===== src/rtl/pic_prio_sched_if.sv =====
// pic_prio_sched_if
//   Groups the peripheral register bus and the CPU interrupt handshake
//   used by pic_prio_sched.
//   Bus     : DI[7:0] write data, DO[7:0] read data, addr[6:0],
//             CS (active low), nwe (write strobe), noe (read strobe)
//   Handshake: IREQ[7:0] masked requests, IACK acknowledge pulse,
//             nIRQ (active low request), VEC[2:0], VEC_VALID
//   master : CPU / controller side, slave : scheduler side.
interface pic_prio_sched_if;
  logic [7:0] DI;
  logic [7:0] DO;
  logic [6:0] addr;
  logic       CS;
  logic       nwe;
  logic       noe;
  logic [7:0] IREQ;
  logic       IACK;
  logic       nIRQ;
  logic [2:0] VEC;
  logic       VEC_VALID;

  modport master (
    output DI, addr, CS, nwe, noe, IREQ, IACK,
    input  DO, nIRQ, VEC, VEC_VALID
  );

  modport slave (
    input  DI, addr, CS, nwe, noe, IREQ, IACK,
    output DO, nIRQ, VEC, VEC_VALID
  );
endinterface


===== src/rtl/pic_prio_sched.sv =====
// pic_prio_sched
//   Priority scheduler and acknowledge sequencer between the interrupt
//   controller's masked status vector and the CPU. Picks the best eligible
//   request (fixed or rotating priority), drives nIRQ, latches the vector
//   on IACK, tracks in-service sources for nesting and retires them on EOI.
//   Ports:
//     MCLK  : system clock, all state on the rising edge
//     RESET : synchronous active-high reset
//     bus   : pic_prio_sched_if.slave (register bus + IRQ handshake)
//   Registers: 0x00 CTRL, 0x01 ISR, 0x02 PEND, 0x03 EOI (wo),
//              0x04 CURVEC, 0x05 PTR.
//   Optional feature macro: PIC_SCHED_TIMEOUT_EN (request timeout, TOF flag).
module pic_prio_sched #(
  parameter int TIMEOUT = 255
) (
  input logic             MCLK,
  input logic             RESET,
  pic_prio_sched_if.slave bus
);

  typedef enum logic [1:0] {
    S_IDLE = 2'd0,
    S_REQ  = 2'd1,
    S_ACKD = 2'd2
  } state_t;

  // Terminal count: the request is withdrawn after TIMEOUT cycles in REQ.
  localparam logic [7:0] TO_LIM = 8'(TIMEOUT - 1);

  state_t     r_state, w_state_nxt;
  logic [1:0] r_ctrl;
  logic [7:0] r_isr;
  logic [2:0] r_p;
  logic       r_spur;
  logic [2:0] r_w;
  logic       r_nirq;
  logic [2:0] r_vec;
  logic       r_vv;
  logic       w_tof;

  logic       w_nirq_nxt, w_vv_nxt, w_spur_set, w_tof_set, w_cnt_clr, w_cnt_inc;
  logic [2:0] w_vec_nxt, w_w_nxt;
  logic [7:0] w_isr_set, w_eoi_clr, w_base, w_pend, w_do;
  logic [3:0] w_isr_top, w_win;
  logic [2:0] w_top_rank, w_eoi_k;
  logic       w_eoi_hit, w_sel, w_wr, w_ctrl_wr, w_eoi_wr, w_en, w_rot;
  logic       w_unused;

  // Returns {found, index} of the set bit with the lowest rank (i - p) mod 8.
  function automatic logic [3:0] first_by_rank(input logic [7:0] vec, input logic [2:0] p);
    logic [3:0] res;
    logic [2:0] idx;
    res = 4'd0;
    // Walk from the worst rank to the best so the best one is kept last.
    for (int k = 7; k >= 0; k--) begin
      idx = p + 3'(k);
      if (vec[idx]) begin
        res = {1'b1, idx};
      end else begin
        res = res;
      end
    end
    return res;
  endfunction

  assign w_sel     = ~bus.CS;
  assign w_wr      = w_sel & bus.nwe;
  assign w_ctrl_wr = w_wr & (bus.addr == 7'h00);
  assign w_eoi_wr  = w_wr & (bus.addr == 7'h03);
  assign w_en      = r_ctrl[0];
  assign w_rot     = r_ctrl[1];

  assign w_isr_top  = first_by_rank(r_isr, r_p);
  assign w_top_rank = w_isr_top[2:0] - r_p;
  assign w_base     = bus.IREQ & ~r_isr & {8{w_en}};
  assign w_win      = first_by_rank(w_pend, r_p);

  // Eligibility: while something is in service, only strictly better ranks may nest.
  always_comb begin
    w_pend = 8'h00;
    for (int i = 0; i < 8; i++) begin
      w_pend[i] = w_base[i] & (~w_isr_top[3] | ((3'(i) - r_p) < w_top_rank));
    end
  end

  // EOI target: specific bit from DI, or the best-ranked in-service bit.
  always_comb begin
    w_eoi_clr = 8'h00;
    w_eoi_k   = 3'd0;
    w_eoi_hit = 1'b0;
    if (w_eoi_wr) begin
      if (bus.DI[7]) begin
        w_eoi_k   = bus.DI[2:0];
        w_eoi_hit = r_isr[bus.DI[2:0]];
      end else begin
        w_eoi_k   = w_isr_top[2:0];
        w_eoi_hit = w_isr_top[3];
      end
    end else begin
      w_eoi_hit = 1'b0;
    end
    if (w_eoi_hit) begin
      w_eoi_clr[w_eoi_k] = 1'b1;
    end else begin
      w_eoi_clr = 8'h00;
    end
  end

  // Request/acknowledge sequencer: next state and registered-output updates.
  always_comb begin
    w_state_nxt = r_state;
    w_nirq_nxt  = r_nirq;
    w_vec_nxt   = r_vec;
    w_vv_nxt    = r_vv;
    w_w_nxt     = r_w;
    w_isr_set   = 8'h00;
    w_spur_set  = 1'b0;
    w_tof_set   = 1'b0;
    w_cnt_clr   = 1'b0;
    w_cnt_inc   = 1'b0;
    case (r_state)
      S_IDLE: begin
        if (w_win[3]) begin
          w_w_nxt     = w_win[2:0];
          w_nirq_nxt  = 1'b0;
          w_vv_nxt    = 1'b0;
          w_cnt_clr   = 1'b1;
          w_state_nxt = S_REQ;
        end else begin
          w_state_nxt = S_IDLE;
        end
      end
      S_REQ: begin
        // W is held even if a better request shows up; it is only dropped.
        if (~bus.IREQ[r_w] | ~w_en | ~w_pend[r_w]) begin
          w_nirq_nxt  = 1'b1;
          w_state_nxt = S_IDLE;
          if (bus.IACK) begin
            w_spur_set = 1'b1;
            w_vec_nxt  = 3'd7;
            w_vv_nxt   = 1'b1;
          end else begin
            w_spur_set = 1'b0;
          end
        end else if (bus.IACK) begin
          w_isr_set[r_w] = 1'b1;
          w_vec_nxt      = r_w;
          w_vv_nxt       = 1'b1;
          w_nirq_nxt     = 1'b1;
          w_state_nxt    = S_ACKD;
        end else begin
`ifdef PIC_SCHED_TIMEOUT_EN
          if (r_cnt == TO_LIM) begin
            w_nirq_nxt  = 1'b1;
            w_tof_set   = 1'b1;
            w_state_nxt = S_IDLE;
          end else begin
            w_cnt_inc = 1'b1;
          end
`else
          w_state_nxt = S_REQ;
`endif
        end
      end
      S_ACKD: begin
        w_state_nxt = S_IDLE;
      end
      default: begin
        w_nirq_nxt  = 1'b1;
        w_state_nxt = S_IDLE;
      end
    endcase
  end

  // FSM state register.
  always_ff @(posedge MCLK) begin
    if (RESET) begin
      r_state <= S_IDLE;
    end else begin
      r_state <= w_state_nxt;
    end
  end

  // Datapath registers: control, in-service set, pointer, outputs.
  always_ff @(posedge MCLK) begin
    if (RESET) begin
      r_ctrl <= 2'b00;
      r_isr  <= 8'h00;
      r_p    <= 3'd0;
      r_spur <= 1'b0;
      r_w    <= 3'd0;
      r_nirq <= 1'b1;
      r_vec  <= 3'd0;
      r_vv   <= 1'b0;
    end else begin
      // Set is applied after clear so an IACK wins over an EOI to the same bit.
      r_isr  <= (r_isr & ~w_eoi_clr) | w_isr_set;
      r_w    <= w_w_nxt;
      r_nirq <= w_nirq_nxt;
      r_vec  <= w_vec_nxt;
      r_vv   <= w_vv_nxt;
      if (w_ctrl_wr) begin
        r_ctrl <= bus.DI[1:0];
      end
      if (w_spur_set) begin
        r_spur <= 1'b1;
      end else if (w_ctrl_wr & bus.DI[6]) begin
        r_spur <= 1'b0;
      end
      if (w_rot & w_eoi_hit) begin
        r_p <= w_eoi_k + 3'd1;
      end
    end
  end

`ifdef PIC_SCHED_TIMEOUT_EN
  logic [7:0] r_cnt;
  logic       r_tof;

  // Request timeout counter and sticky timeout flag.
  always_ff @(posedge MCLK) begin
    if (RESET) begin
      r_cnt <= 8'd0;
      r_tof <= 1'b0;
    end else begin
      if (w_cnt_clr) begin
        r_cnt <= 8'd0;
      end else if (w_cnt_inc) begin
        r_cnt <= r_cnt + 8'd1;
      end
      if (w_tof_set) begin
        r_tof <= 1'b1;
      end else if (w_ctrl_wr & bus.DI[6]) begin
        r_tof <= 1'b0;
      end
    end
  end
  assign w_tof    = r_tof;
  assign w_unused = ^{bus.DI[5:3], w_cnt_clr};
`else
  assign w_tof    = 1'b0;
  assign w_unused = ^{bus.DI[5:3], TO_LIM, w_tof_set, w_cnt_clr, w_cnt_inc};
`endif

  // Combinational register read mux.
  always_comb begin
    w_do = 8'h00;
    if (w_sel & bus.noe) begin
      case (bus.addr)
        7'h00:   w_do = {w_tof, r_spur, 4'b0000, r_ctrl};
        7'h01:   w_do = r_isr;
        7'h02:   w_do = w_pend;
        7'h04:   w_do = {r_vv, r_spur, 3'b000, r_vec};
        7'h05:   w_do = {5'b00000, r_p};
        default: w_do = 8'h00;
      endcase
    end else begin
      w_do = 8'h00;
    end
  end

  assign bus.DO        = w_do;
  assign bus.nIRQ      = r_nirq;
  assign bus.VEC       = r_vec;
  assign bus.VEC_VALID = r_vv;

endmodule


===== src/flat_wrapper.sv =====
// flat-port wrapper written by rule: the top's interface ports become plain ports
module pic_prio_sched_flat 
#(
  parameter int TIMEOUT = 255
)
  (MCLK, RESET, bus_DI, bus_addr, bus_CS, bus_nwe, bus_noe, bus_IREQ, bus_IACK, bus_DO, bus_nIRQ, bus_VEC, bus_VEC_VALID);
  pic_prio_sched_if bus_i ();
  input logic MCLK;
  input logic RESET;
  input wire logic [$bits(bus_i.DI)-1:0] bus_DI;
  input wire logic [$bits(bus_i.addr)-1:0] bus_addr;
  input wire logic [$bits(bus_i.CS)-1:0] bus_CS;
  input wire logic [$bits(bus_i.nwe)-1:0] bus_nwe;
  input wire logic [$bits(bus_i.noe)-1:0] bus_noe;
  input wire logic [$bits(bus_i.IREQ)-1:0] bus_IREQ;
  input wire logic [$bits(bus_i.IACK)-1:0] bus_IACK;
  output wire logic [$bits(bus_i.DO)-1:0] bus_DO;
  output wire logic [$bits(bus_i.nIRQ)-1:0] bus_nIRQ;
  output wire logic [$bits(bus_i.VEC)-1:0] bus_VEC;
  output wire logic [$bits(bus_i.VEC_VALID)-1:0] bus_VEC_VALID;
  assign bus_i.DI = bus_DI;
  assign bus_i.addr = bus_addr;
  assign bus_i.CS = bus_CS;
  assign bus_i.nwe = bus_nwe;
  assign bus_i.noe = bus_noe;
  assign bus_i.IREQ = bus_IREQ;
  assign bus_i.IACK = bus_IACK;
  assign bus_DO = bus_i.DO;
  assign bus_nIRQ = bus_i.nIRQ;
  assign bus_VEC = bus_i.VEC;
  assign bus_VEC_VALID = bus_i.VEC_VALID;
  pic_prio_sched #(.TIMEOUT(TIMEOUT)) u_core (.MCLK(MCLK), .RESET(RESET), .bus(bus_i));
endmodule

===== config.mk =====
export PLATFORM = sky130hd
export DESIGN_NAME = pic_prio_sched_flat
export DESIGN_NICKNAME = d
export VERILOG_FILES = /design/src/rtl/pic_prio_sched_if.sv /design/src/rtl/pic_prio_sched.sv /design/src/flat_wrapper.sv
export SDC_FILE = /design/constraint.sdc
export NUM_CORES = 1
export LEC_CHECK = 0
export BUFFER_PORTS_ARGS = -buffer_cell sky130_fd_sc_hd__buf_2
export CAP_MARGIN = 20
export CORE_MARGIN = 1
export CORE_UTILIZATION = 38
export CTS_BUF_LIST = sky130_fd_sc_hd__clkbuf_8 sky130_fd_sc_hd__clkbuf_16
export DETAILED_ROUTE_END_ITERATION = 8
export PLACE_DENSITY = 0.67
export SLEW_MARGIN = 15
export SYNTH_ARGS = -nofsm -noshare
export SYNTH_HDL_FRONTEND = slang
export SYNTH_SLANG_ARGS = --single-unit

===== constraint.sdc =====
create_clock -name MCLK -period 11.9 [get_ports MCLK]
set_clock_uncertainty 0.15 [all_clocks]
set_input_delay 0 -clock MCLK [delete_from_list [all_inputs] [get_ports MCLK]]
set_output_delay 0 -clock MCLK [all_outputs]
set_load 0.1 [all_outputs]

# Word level (Yosys, flattened, before mapping)
# Cells that the tools add are included.
dict set report totals {
  in_bits 29
  out_inout_bits 13
  regBits 24
  elab_cells 188
}
dict set report classes {
  reduce_logical 10
  n_mux 85
  order_cmp 21
  bitwise_logic 36
  add_sub_neg 17
  eq_ne 10
}
# op count
set ops {}
lappend ops {{$mux W4} 16}
lappend ops {{$bmux W1 S3} 19}
lappend ops {{$lt A3 B4 Y1 const B} 11}
lappend ops {{$mux W8} 5}
lappend ops {{$pmux W8 S5} 1}
lappend ops {{$mux W1} 32}
lappend ops {{$and A8 B8 Y8} 3}
lappend ops {{$lt A3 B3 Y1} 8}
lappend ops {{$not A8 Y8} 2}
lappend ops {{$mux W3} 5}
lappend ops {{$and A1 B1 Y1} 14}
lappend ops {{$eq A7 B2 Y1 const B} 2}
lappend ops {{$eq A7 B3 Y1 const B} 2}
lappend ops {{$add A3 B3 Y3 const B} 4}
lappend ops {{$sub A3 B3 Y3 const A} 4}
lappend ops {{$or A1 B1 Y1} 10}
lappend ops {{$or A8 B8 Y8} 1}
lappend ops {{$eq A7 B1 Y1 const B} 1}
lappend ops {{$logic_not A7 Y1} 1}
lappend ops {{$add A3 B1 Y3 const B} 2}
lappend ops {{$add A3 B2 Y3 const B} 2}
lappend ops {{$demux W1 S3} 2}
lappend ops {{$ge A3 B1 Y1 const B} 2}
lappend ops {{$not A1 Y1} 6}
lappend ops {{17 further kinds} 24}

# Longest topological paths before layout
dict set report depth {
  depth_word 27
  depth_mapped 30
  depth_no_buf 24
}

# Worst setup path before layout
# OpenSTA, ideal clock, no wires.
dict set report synth_path {
  kind {flip-flop to output port}
  start {reg u_core.r_p[1]}
  end {out bus_DO[0]}
  required_time_ns 11.750
  path_buffers 6
  t_arrival_ns 6.500
  slack_ns 5.250
  path_stages_with_launch 24
  cell_sequence {dfxtp_1 -> clkbuf_8 -> buf_2 -> clkinv_1 -> clkbuf_1 -> ha_1 -> buf_6 -> mux4_2 -> mux2_2 -> or2_1 -> a221oi_4 -> or2_2 -> inv_1 -> fa_1 -> clkbuf_8 -> xnor2_2 -> inv_2 -> buf_6 -> ha_1 -> a21o_1 -> a211o_2 -> nor2_1 -> a21oi_1 -> nor2_1}
}
dict set report synth_via {
  elab_chain_cells 17
  word_cells_on_any_way 39
  classes_between {add/sub (9); order compare (1); mux (26); bitwise (3)}
}
# element line
set synth_rtl {}
lappend synth_rtl {{start: declaration} pic_prio_sched.sv:33} ;# logic [2:0] r_p;
lappend synth_rtl {{start signal: assignment} pic_prio_sched.sv:211} ;# r_p <= w_eoi_k + 3'd1;
lappend synth_rtl {{$add A3 B3 Y3} pic_prio_sched.sv:56} ;# idx = p + 3'(k);
lappend synth_rtl {{$bmux W1 S3} pic_prio_sched.sv:57} ;# if (vec[idx]) begin
lappend synth_rtl {{$mux W1 (not written as such)} pic_prio_sched.sv:57}
lappend synth_rtl {{$mux W4 (8 in a row)} pic_prio_sched.sv:57}
lappend synth_rtl {{$sub A3 B3 Y3} pic_prio_sched.sv:74} ;# assign w_top_rank = w_isr_top[2:0] - r_p;
lappend synth_rtl {{$lt A3 B3 Y1} pic_prio_sched.sv:82} ;# w_pend[i] = w_base[i] & (~w_isr_top[3] | ((3'(i) - r_p) < w_top_rank));
lappend synth_rtl {{$or A1 B1 Y1 *} pic_prio_sched.sv:82}
lappend synth_rtl {{$and A1 B1 Y1 *} pic_prio_sched.sv:82}
lappend synth_rtl {{$pmux W8 S5 *} pic_prio_sched.sv:249} ;# case (bus.addr)
lappend synth_rtl {{$mux W8 *} pic_prio_sched.sv:248} ;# if (w_sel & bus.noe) begin
lappend synth_rtl {{end: declaration} flat_wrapper.sv:17} ;# output wire logic [$bits(bus_i.DO)-1:0] bus_DO;
# Mark *: on every way between the ends. The rest lies on a longest branch, timed or not. The select of a mux whose other input is x is not followed.

# Final worst setup path
dict set report layout_path {
  start {reg u_core.r_p[1]}
  end {reg u_core.r_isr[7]}
}
dict set report layout_via {
  elab_chain_cells 22
  word_cells_on_any_way 84
  classes_between {add/sub (16); order compare (10); mux (35); bitwise (22); reduce/logical (1)}
}
# element line
set layout_rtl {}
lappend layout_rtl {{$add A3 B3 Y3} pic_prio_sched.sv:56}
lappend layout_rtl {{$bmux W1 S3} pic_prio_sched.sv:57}
lappend layout_rtl {{$mux W1 (not written as such)} pic_prio_sched.sv:57}
lappend layout_rtl {{$mux W4 (8 in a row)} pic_prio_sched.sv:57}
lappend layout_rtl {{$sub A3 B3 Y3} pic_prio_sched.sv:74}
lappend layout_rtl {{$lt A3 B3 Y1} pic_prio_sched.sv:82}
lappend layout_rtl {{$or A1 B1 Y1} pic_prio_sched.sv:82}
lappend layout_rtl {{$and A1 B1 Y1} pic_prio_sched.sv:82}
lappend layout_rtl {{$bmux W1 S3} pic_prio_sched.sv:135} ;# if (~bus.IREQ[r_w] | ~w_en | ~w_pend[r_w]) begin
lappend layout_rtl {{$mux W1 (not written as such)} pic_prio_sched.sv:135}
lappend layout_rtl {{$not A1 Y1} pic_prio_sched.sv:135}
lappend layout_rtl {{$or A1 B1 Y1} pic_prio_sched.sv:135}
lappend layout_rtl {{$mux W8} pic_prio_sched.sv:135}
lappend layout_rtl {{$mux W8} pic_prio_sched.sv:121} ;# case (r_state)
lappend layout_rtl {{$or A8 B8 Y8 *} pic_prio_sched.sv:197} ;# r_isr <= (r_isr & ~w_eoi_clr) | w_isr_set;
lappend layout_rtl {{end signal: assignment} pic_prio_sched.sv:197}
lappend layout_rtl {{end: declaration} pic_prio_sched.sv:32} ;# logic [7:0] r_isr;
# Marked as above.
# A chain may end at the register's enable or synchronous reset.

==> out/metrics.cfg <==
[die]
die_x_um=109.6
core-area_mm2=0.01108
die_h_um=109.6
ios=42
die_area_mm2=0.01202
row_count=38
start_util_pct=39.73

[clock_tree]
insertion_delay_ps=250
post_cts_buffers=0
cts_max_level=1
clk_pin_slew_ps=60
ctsLongestPathBuffers=2
cts_tree=done
cts_buffers=3
cts_resized=0
clockRootBuffer=clkbuf_16
clkSinkCount=24

[sta]
drv_slew=0
setup_viol_count_final=0
finalCritPeriodShare_pct=65.97
worst_pin_slew_ps=868.3
timing.final.crit_period_ps=7850
finalHoldViolCount=0
fin_setup_tns_ps=0
max_slew_margin_pct=41.98
rsz0062_at_grt=false
clock.fmax_mhz=127.4

[placement]
gp_congestion=0.9493
io_buffers=38
hpwl_um=10350
place_area_mm2=0.004471

[detailed_routing]
via_count=4872
via_per_inst=6.920
antenna_left=0
drt_iter0_markers=590
drc=0
drtPass1Iterations=6
totalWireLength_um=14490
post_drt_wl_per_cell_um=20.59

[hold_path]
hold_depth=2
hp-class=input pin to register

[finish]
fillers=1118
syn2layout_area_growth_pct=4.179
fin_nets=604
design_area_mm2=0.004586
final_common_cell=nor2_1
multi_input_area_mm2=0.003486
diodes=0
drive_gt1_share_pct=20.21
regArea_um2=480.5
layout_common_cells=nor2_1 (56), nand2_1 (49), buf_2 (38), a21oi_1 (32), o21ai_0 (28)

[global_route]
grt_pass1_wl_um=23250
grt-ovfl-total=0
grt_pass1_vias=4536
grt_max_degree=43
grtUsageTotal_pct=24.64
antenna_found_initial=0

[pwr]
p_per_area_mw_per_mm2=35.81
internal-power_w=0.0001307
share_comb_of_total_power_pct=7.7
leakage_nw=1.635
peakVddDrop_uv=58.14
clkPwrFrac_pct=43.2
p_seq_share_pct=49.1
p_switching_w=0.00003346
switching_share_pct=20.38

[setup_path]
critical_path.max_stage_delay_ps=700
cp_max_fo=42
reg2reg_depth=23
path_cells=buf_4 -> clkinv_1 -> ha_1 -> xor2_1 -> inv_1 -> mux2_2 -> nand2_1 -> o211ai_1 -> a31oi_1 -> inv_1 -> fa_1 -> xnor2_2 -> inv_2 -> ha_1 -> a21o_1 -> a211o_2 -> nor2_1 -> a311oi_1 -> a311oi_2 -> a21oi_2 -> nor3_1 -> nand4_1 -> a21oi_1
cp.required_ps=11940
crit_cells=23
path_delay_family=buffers and inverters
crit_type=register to register
cp_num_buf_inv=5
critPathLaunchType=register
slowest_stage=clkinv_1
worstPathArrival_ps=7890
cp-end-kind=register

[logic_synthesis]
avgSynthCellArea_um2=7.903
yosys_most_used_dff=dfxtp_1
syn_inst=557
yosysUniqueCellTypes=108
yosys_warnings=0
async_reset_ff_share_pct=0
synth_seq_cells=24
syn_nets=595
synth_edf_count=0
netlist_area_mm2=0.004402
seq_area_frac_synth_pct=10.92

[job]
maxCapViolCount=0

[run_status]
status=complete, no violations

==> timing repair <==
item,in CTS,in global routing
endpoints found under the setup margin,0,0
hold endpoints to repair,5,0
hold buffers,4,0
==> state kept, by name, indices dropped and copies added (netlist names) <==
| signal | flops |
|---|---|
| u_core.r_state | 2 |
| u_core.bus.VEC_VALID | 1 |
| u_core.r_p | 3 |
| u_core.r_isr | 8 |
| u_core.bus.nIRQ | 1 |
| u_core.r_w | 3 |
| u_core.r_ctrl | 2 |
| u_core.bus.VEC | 3 |
| u_core.r_spur | 1 |
==> area by class of cell <==
class                           instances  area share [%]
Clock buffer                            3           1.637
Inverter                               21           1.719
Multi-Input combinational cell        466           76.02
Sequential cell                        24           10.48
Tap cell                              140           3.820
Timing Repair Buffer                   50           6.330
==> final timing paths <==
| check | end | start | slack [ps] |
|---|---|---|---|
| worst max-delay path | u_core.r_isr[7]$_SDFF_PP0_ | u_core.r_p[1]$_SDFFE_PP0P_ | 4050 |
| worst min-delay path | u_core.bus.VEC_VALID$_SDFFE_PP0P_ | RESET | 10 |
| worst max register to register | u_core.r_isr[7]$_SDFF_PP0_ | u_core.r_p[1]$_SDFFE_PP0P_ | 4050 |
| worst min register to register | u_core.bus.nIRQ$_SDFFE_PP1P_ | u_core.bus.nIRQ$_SDFFE_PP1P_ | 330 |
==> through the flow <==
| step | setup slack [ps] | util [%] | hold WS [ps] | power [W] | instances |
|---|---|---|---|---|---|
| CTS | 4194 | 41.39 | 10.15 | 0.0001655 | 704 |
| finish | 4050 | 41.39 | 14.57 | 0.0001642 | 704 |
| global route | 3695 | 41.39 | 38.30 | 0.0001688 | 704 |
| global placement | 4327 | 40.35 | 116.0 | 0.00009374 | 697 |
| floorplan | 5250 | - | -21.04 | 0.00008766 | 557 |
| detailed placement | 4247 | 40.35 | 125.6 | 0.00009386 | 697 |
==> synthesized netlist by cell type, drive strengths merged (6+ instances only) <==
| master | number | area [um^2] |
|---|---|---|
| nor2 | 56 | 210.2 |
| a22oi | 9 | 72.57 |
| mux2 | 6 | 67.56 |
| o31ai | 10 | 80.07 |
| o21ai | 36 | 191.4 |
| a21oi | 38 | 227.7 |
| nand3 | 20 | 105.1 |
| o211ai | 18 | 145.1 |
| dfxtp | 24 | 480.5 |
| mux4 | 16 | 371.6 |
| mux2i | 13 | 130.1 |
| a31oi | 10 | 92.59 |
| o22ai | 8 | 50.05 |
| nor3 | 14 | 75.07 |
| nand2b | 7 | 43.79 |
| inv | 20 | 75.07 |
| a211oi | 13 | 117.6 |
| buf | 8 | 62.55 |
| and2 | 9 | 62.57 |
| nor2b | 7 | 43.79 |
| nand2 | 49 | 183.9 |
| a311oi | 6 | 93.84 |
| clkbuf | 37 | 275.3 |
| ha | 8 | 100.1 |
| a21o | 8 | 60.06 |
==> power groups by stage <==
stage	logic, W	clock network [W]	registers, W
after floorplan	0.00000506	0	0.0000826
after global placement	0.0000113	0	0.0000824
after detailed placement	0.0000114	0	0.0000824
after CTS	0.0000125	0.0000724	0.0000806
after global routing	0.0000136	0.0000746	0.0000806
final	0.0000126	0.0000710	0.0000806
==> per-layer routing <==
layer  GRT usage (%)  routed length, um  up-vias
li1                -                  -     2178
met3           4.090               1489       54
met1           32.37               5819     2307
met4           12.76                594        0
met5               0                  0        -
met2           38.72               6588      333
==> cell families (layout without fill, tap and decap cells) <==
group	Yosys count	in the layout	synth area share (%)
compound gates	214	214	38.43
xor+xnor	7	7	1.564
flops	24	24	10.92
simple gates	198	198	22.83
buf+inv	67	74	9.892
fa+ha+maj	12	12	3.440
mux	35	35	12.93
Note: power is estimated with default switching activity, not from simulation.
